==> src/rtl/i3c_reset_pattern_gen_pkg.sv <==
// I3C target reset pattern generator: shared types.
// State encoding, toggle terminal count and line-drive decode.
package i3c_reset_pattern_gen_pkg;

  typedef enum logic [2:0] {
    ST_IDLE   = 3'd0,
    ST_PREP   = 3'd1,
    ST_TOGGLE = 3'd2,
    ST_SCL_HI = 3'd3,
    ST_SR     = 3'd4,
    ST_STOP   = 3'd5
  } state_e;

  localparam logic [3:0] K_LAST = 4'd13;

  function automatic logic scl_pull(
    input state_e s
  );
    return (s == ST_PREP) || (s == ST_TOGGLE);
  endfunction

  // Even k pulls SDA low; Sr is the only fall with SCL released.
  function automatic logic sda_pull(
    input state_e     s,
    input logic [3:0] k
  );
    return ((s == ST_TOGGLE) && !k[0]) ||
           (s == ST_SR);
  endfunction

endpackage

==> src/rtl/i3c_rpg_phase_timer.sv <==
// Phase timer for the reset pattern generator.
// Counts 0..PHASE_CYC-1, holds on request, flags terminal count.
module i3c_rpg_phase_timer #(
  parameter int unsigned PHASE_CYC = 4
) (
  input  logic       clk,
  input  logic       RST,
  input  logic       en_i,
  input  logic       hold_i,
  output logic [7:0] cnt_nxt_o,
  output logic       tc_o
);

  localparam logic [7:0] LAST = 8'(PHASE_CYC - 1);

  logic [7:0] cnt_q;
  logic [7:0] cnt_d;

  // Next count: cleared while disabled, wraps on terminal count.
  always_comb begin
    cnt_d = cnt_q;
    tc_o  = 1'b0;
    if (!en_i) begin
      cnt_d = '0;
    end else if (!hold_i) begin
      if (cnt_q == LAST) begin
        cnt_d = '0;
        tc_o  = 1'b1;
      end else begin
        cnt_d = cnt_q + 8'd1;
      end
    end
  end

  assign cnt_nxt_o = cnt_d;

  // Count register.
  always_ff @(posedge clk) begin
    if (RST) begin
      cnt_q <= '0;
    end else begin
      cnt_q <= cnt_d;
    end
  end

endmodule

==> src/rtl/i3c_reset_pattern_gen.sv <==
// I3C controller-side target reset pattern (SRST) generator.
// 14 SDA toggles under SCL low, then Sr and P.
module i3c_reset_pattern_gen
  import i3c_reset_pattern_gen_pkg::*;
#(
  parameter int unsigned PHASE_CYC    = 4,
  parameter int unsigned SCL_WAIT_MAX = 255
) (
  input  logic clk,
  input  logic RST,
  input  logic iStart,
  input  logic iAbort,
  input  logic pin_SCL_in,
  output logic oSCL_od,
  output logic oSDA_od,
  output logic oBusy,
  output logic oDone,
  output logic oErr
);

  localparam logic [7:0] PC_LAST   = 8'(PHASE_CYC - 1);
  localparam logic [7:0] WAIT_LAST = 8'(SCL_WAIT_MAX - 1);

  state_e     state_q;
  state_e     state_d;
  logic [3:0] k_q;
  logic [3:0] k_d;
  logic [7:0] wait_q;
  logic [7:0] wait_d;

  logic scl_q;
  logic sda_q;
  logic busy_q;
  logic done_q;
  logic err_q;
  logic err_d;
  logic done_d;

  logic       tmr_en;
  logic       hold;
  logic       tc;
  logic [7:0] cnt_nxt;
  logic       timeout;

  assign tmr_en = (state_q != ST_IDLE);
  assign hold   = (state_q == ST_SCL_HI) && !pin_SCL_in;

  assign timeout = (state_q == ST_SCL_HI) &&
                   !pin_SCL_in &&
                   (wait_q >= WAIT_LAST);

  i3c_rpg_phase_timer #(
    .PHASE_CYC (PHASE_CYC)
  ) u_timer (
    .clk       (clk),
    .RST       (RST),
    .en_i      (tmr_en),
    .hold_i    (hold),
    .cnt_nxt_o (cnt_nxt),
    .tc_o      (tc)
  );

  // Next state, toggle index and error pulse.
  always_comb begin
    state_d = state_q;
    k_d     = k_q;
    err_d   = 1'b0;
    unique case (state_q)
      ST_IDLE: begin
        k_d = '0;
        if (iStart) state_d = ST_PREP;
      end
      ST_PREP: begin
        if (tc) begin
          state_d = ST_TOGGLE;
          k_d     = '0;
        end
      end
      ST_TOGGLE: begin
        if (tc) begin
          if (k_q == K_LAST) begin
            state_d = ST_SCL_HI;
            k_d     = '0;
          end else begin
            k_d = k_q + 4'd1;
          end
        end
      end
      ST_SCL_HI: begin
        if (tc) state_d = ST_SR;
      end
      ST_SR: begin
        if (tc) state_d = ST_STOP;
      end
      ST_STOP: begin
        if (tc) state_d = ST_IDLE;
      end
      default: begin
        state_d = ST_IDLE;
        k_d     = '0;
      end
    endcase
    if ((state_q != ST_IDLE) && (iAbort || timeout)) begin
      state_d = ST_IDLE;
      k_d     = '0;
      err_d   = 1'b1;
    end
  end

  // Saturating count of low SCL readbacks while SCL is released.
  always_comb begin
    wait_d = '0;
    if (state_q == ST_SCL_HI) begin
      wait_d = wait_q;
      if (!pin_SCL_in && (wait_q != 8'hFF)) begin
        wait_d = wait_q + 8'd1;
      end
    end
  end

  // Done lands in the final STOP cycle, so it looks one count ahead.
  assign done_d = (state_d == ST_STOP) && (cnt_nxt == PC_LAST);

  // State, counters and registered line drives.
  always_ff @(posedge clk) begin
    if (RST) begin
      state_q <= ST_IDLE;
      k_q     <= '0;
      wait_q  <= '0;
      scl_q   <= 1'b0;
      sda_q   <= 1'b0;
      busy_q  <= 1'b0;
      done_q  <= 1'b0;
      err_q   <= 1'b0;
    end else begin
      state_q <= state_d;
      k_q     <= k_d;
      wait_q  <= wait_d;
      scl_q   <= scl_pull(state_d);
      sda_q   <= sda_pull(state_d, k_d);
      busy_q  <= (state_d != ST_IDLE);
      done_q  <= done_d;
      err_q   <= err_d;
    end
  end

  assign oSCL_od = scl_q;
  assign oSDA_od = sda_q;
  assign oBusy   = busy_q;
  assign oDone   = done_q;
  assign oErr    = err_q;

endmodule

==> config.mk <==
export PLATFORM = sky130hd
export DESIGN_NAME = i3c_reset_pattern_gen
export DESIGN_NICKNAME = d
export VERILOG_FILES = /design/src/rtl/i3c_reset_pattern_gen_pkg.sv /design/src/rtl/i3c_rpg_phase_timer.sv /design/src/rtl/i3c_reset_pattern_gen.sv
export SDC_FILE = /design/constraint.sdc
export NUM_CORES = 1
export LEC_CHECK = 0
export ABC_AREA = 0
export BUFFER_PORTS_ARGS = -buffer_cell sky130_fd_sc_hd__buf_2
export CELL_PAD_IN_SITES_DETAIL_PLACEMENT = 1
export CELL_PAD_IN_SITES_GLOBAL_PLACEMENT = 1
export CORE_ASPECT_RATIO = 0.5
export CORE_UTILIZATION = 45
export DETAILED_ROUTE_END_ITERATION = 7
export PLACE_DENSITY_LB_ADDON = 0.1
export SLEW_MARGIN = 5
export SYNTH_ARGS = -nofsm -noshare
export SYNTH_HDL_FRONTEND = slang
export SYNTH_SLANG_ARGS = --single-unit
==> constraint.sdc <==
create_clock -name clk -period 2.35 [get_ports clk]
set_input_delay 0.1175 -clock clk [delete_from_list [all_inputs] [get_ports clk]]
set_output_delay 0.1175 -clock clk [all_outputs]
set_load 0.05 [all_outputs]
==> reports/metrics.cfg <==
[outcome]
status = completed

[clocking]
holdBufCountCts = 0
cts-buffers-inserted = 3
clkTransAtPathRegs_ps = 100
postCtsSetupBuffers = 0
htreeDepth = 1
clockBufferDepth = 2
clock_latency_ps = 280
cts_resized = 0
cts_root_buffer = clkbuf_8
clock-sinks = 28
cts_tree = yes

[timing]
period_minus_slack_ps = 2110
clock_skew_ps = 4.15
hold_viol = 0
rsz0062_at_grt = false
tightest_slew_ps = 591
maxSlewViolCount = 0
setup-tns-final_ps = 0
setup_violations = 0
min_period_over_period = 0.896
slew_headroom = 0.596
fmax_mhz = 475

[drt]
drt-total-wl_um = 3900
first_iter_violations = 79
routed_via_density = 5.65
vias = 1391
first_pass_iters = 4
ant_nets = 0
drc = 0
wl_per_cell_um = 15.8

[global_routing]
grt.overflow.total = 0
grt_max_degree = 17
grt_pass1_vias = 1361
met3_usage = 0.0560
track_usage = 0.228
gr-max-usage-layer = met2
grt_use_met1 = 0.309
antenna_found_initial = 0
grt_first_pass_wirelength_um = 6540
use_met2 = 0.381

[min_path]
holdPathStages = 2
hold_path.class = input pin to register
hp-start = RST
whs_endpoint = oErr

[synthesis]
synth_cell_types = 54
syn_area_um2 = 1610
synth_area_per_cell_um2 = 8.53
synthAdderAreaFrac = 0.0388
synth-edff-count = 0
ys_seq_elements = 28
async_reset_ff_frac = 0
synth_top_family_by_area = simple AND/OR/NAND/NOR gates
synthMuxAreaShare = 0
synth_fp_nets = 199
synth_top_flop_cell = dfxtp_1
yosysSeqAreaShare = 0.348
synth_compound_area_frac = 0.165
synthCells = 189
yosys.area_share.xor_xnor = 0.0761
yosys_warnings = 0
synth-simple-area-share = 0.329

[floorplan]
fp.dieH_um = 44.3
die_w_um = 86.6
row_count = 14
start_util = 0.503
ios = 10
dieArea_um2 = 3840
core_um2 = 3210

[pwr]
irDropWorstVdd_uv = 275
swShare = 0.233
power_switching_w = 0.000225
clock_power_share = 0.406
power.internal_w = 0.000738
seqPwrFrac = 0.504
power_density_nw_per_um2 = 542
p_leak_nw = 0.611
power_frac_comb = 0.090

[cells_and_area]
nets = 209
area_growth_pct = 10.2
n_antenna_cell = 0
final_util = 0.554
layout-drive-gt1-share = 0.152
fin_cells = 246

[setup_path]
max_stage_delay_ps = 520
required_ps = 2540
crit_fanout = 5
crit_arrival_ps = 2300
crit_chain = ha_1 -> or4b_4 -> nor3_2 -> a21oi_1 -> o221ai_2 -> a2bb2o_4
reg2reg_slack_ps = 240
r2r_cells = 6
crit_path_start_kind = register
cpMaxStageDelayCell = or4b_4
r2r-end = oSDA_od
cp-end-kind = register
reg2reg_from = u_timer.cnt_q[0]
worstSetupPathType = register to register

[place]
place.gp.congestion = 0.809
numPortBuffers = 9
dp_cells = 242
hpwl_um = 3020

[job]
drv_cap = 0

[kinds of logic (layout without fill, tap and decap cells)]
group / after synthesis / after routing
buffers and inverters: 15 / 24
adder cells (fa/ha/maj): 5 / 5
AND/OR/NAND/NOR: 93 / 93
XOR/XNOR: 14 / 14
flip-flops: 28 / 28
AO/OA/AOI/OAI: 34 / 34
[power groups by stage]
stage          clock network (W)  logic (W)  registers (W)
2_1_floorplan                  0  0.0000498       0.000507
3_3_place_gp                   0  0.0000841       0.000496
3_5_place_dp                   0  0.0000865       0.000496
4_1_cts                 0.000399  0.0000868       0.000485
5_1_grt                 0.000420  0.0000942       0.000486
6_report                0.000391  0.0000870       0.000485
[cell usage after synthesis (all sizes together) (3+ instances only)]
library cell / instances / area, µm²
dfxtp: 28 / 561
nor2: 27 / 111
nand2: 18 / 67.6
xor2: 9 / 78.8
nand4: 8 / 50.1
a21oi: 7 / 35.0
inv: 7 / 26.3
nor3: 7 / 45.0
buf: 6 / 35.0
nand3: 6 / 30.0
ha: 5 / 62.6
o21ai: 5 / 25.0
xnor2: 5 / 43.8
a31oi: 3 / 18.8
nand2b: 3 / 26.3
nor3b: 3 / 22.5
nor4b: 3 / 32.5
or3: 3 / 18.8
[state kept, by name (all words and copies together) (netlist names)]
register       count
oSCL_od            1
oDone              1
oBusy              1
oErr               1
wait_q             8
state_q            3
k_q                4
oSDA_od            1
u_timer.cnt_q      8
[worst max path at each step]
stage	startpoint	endpoint	slack, ps	cells past startpoint
finish	u_timer.cnt_q[0]	oSDA_od	240	6
global placement	u_timer.cnt_q[0]	oSDA_od	340	6
CTS	u_timer.cnt_q[0]	oSDA_od	240	6
detailed placement	u_timer.cnt_q[0]	oSDA_od	250	6
global route	u_timer.cnt_q[0]	oSDA_od	90	6
floorplan	u_timer.cnt_q[0]	oSDA_od	440	6
[worst max-delay path: cells and delay by family, from the launching register on]
kind | cells | cell delay [ps]
compound gates | 3 | 570
simple gates | 2 | 760
flops | 1 | 420
fa+ha+maj | 1 | 250
[placed cells by master, fill, tap and decap left out, types with 4 or more instances in the layout]
| cell type | synthesis | routed |
|---|---|---|
| dfxtp_1 | 28 | 28 |
| nor2_1 | 25 | 25 |
| nand2_1 | 18 | 18 |
| xor2_1 | 9 | 9 |
| buf_2 | 4 | 9 |
| nand4_1 | 8 | 8 |
| inv_1 | 7 | 7 |
| a21oi_1 | 7 | 7 |
| nand3_1 | 6 | 6 |
| nor3_1 | 5 | 5 |
| xnor2_1 | 5 | 5 |
| ha_1 | 5 | 5 |
| o21ai_0 | 4 | 4 |
| buf_4 | 0 | 4 |
[area by class of cell]
class	instances	area (µm²)
flip-flops and latches	28	561
clock buffers	3	41.3
inverters	7	26.3
well taps	48	60.1
repair buffers	13	75.1
fillers	399	1430
multi-input cells	146	982
clock inverters	1	30.0
[routing by layer]
| metal | part of all wire | vias to the layer above | wire, µm |
|---|---|---|---|
| li1 | - | 698 | - |
| met1 | 0.53 | 683 | 2060 |
| met2 | 0.45 | 8 | 1740 |
| met3 | 0.022 | 2 | 84 |
| met4 | 0.0036 | 0 | 14 |
| met5 | 0 | - | 0 |
[stage by stage]
step / total power (W) / setup slack, ps / hold WS (ps) / area, µm²
after floorplan: 0.000557 / 440 / 189 / 1610
after global placement: 0.000580 / 342 / 390 / 1700
after detailed placement: 0.000583 / 251 / 396 / 1700
after CTS: 0.000972 / 239 / 85.6 / 1780
after global routing: 0.00100 / 94.8 / 96.0 / 1780
final: 0.000963 / 244 / 86.3 / 1780
Power figures use the tool's default switching activity.
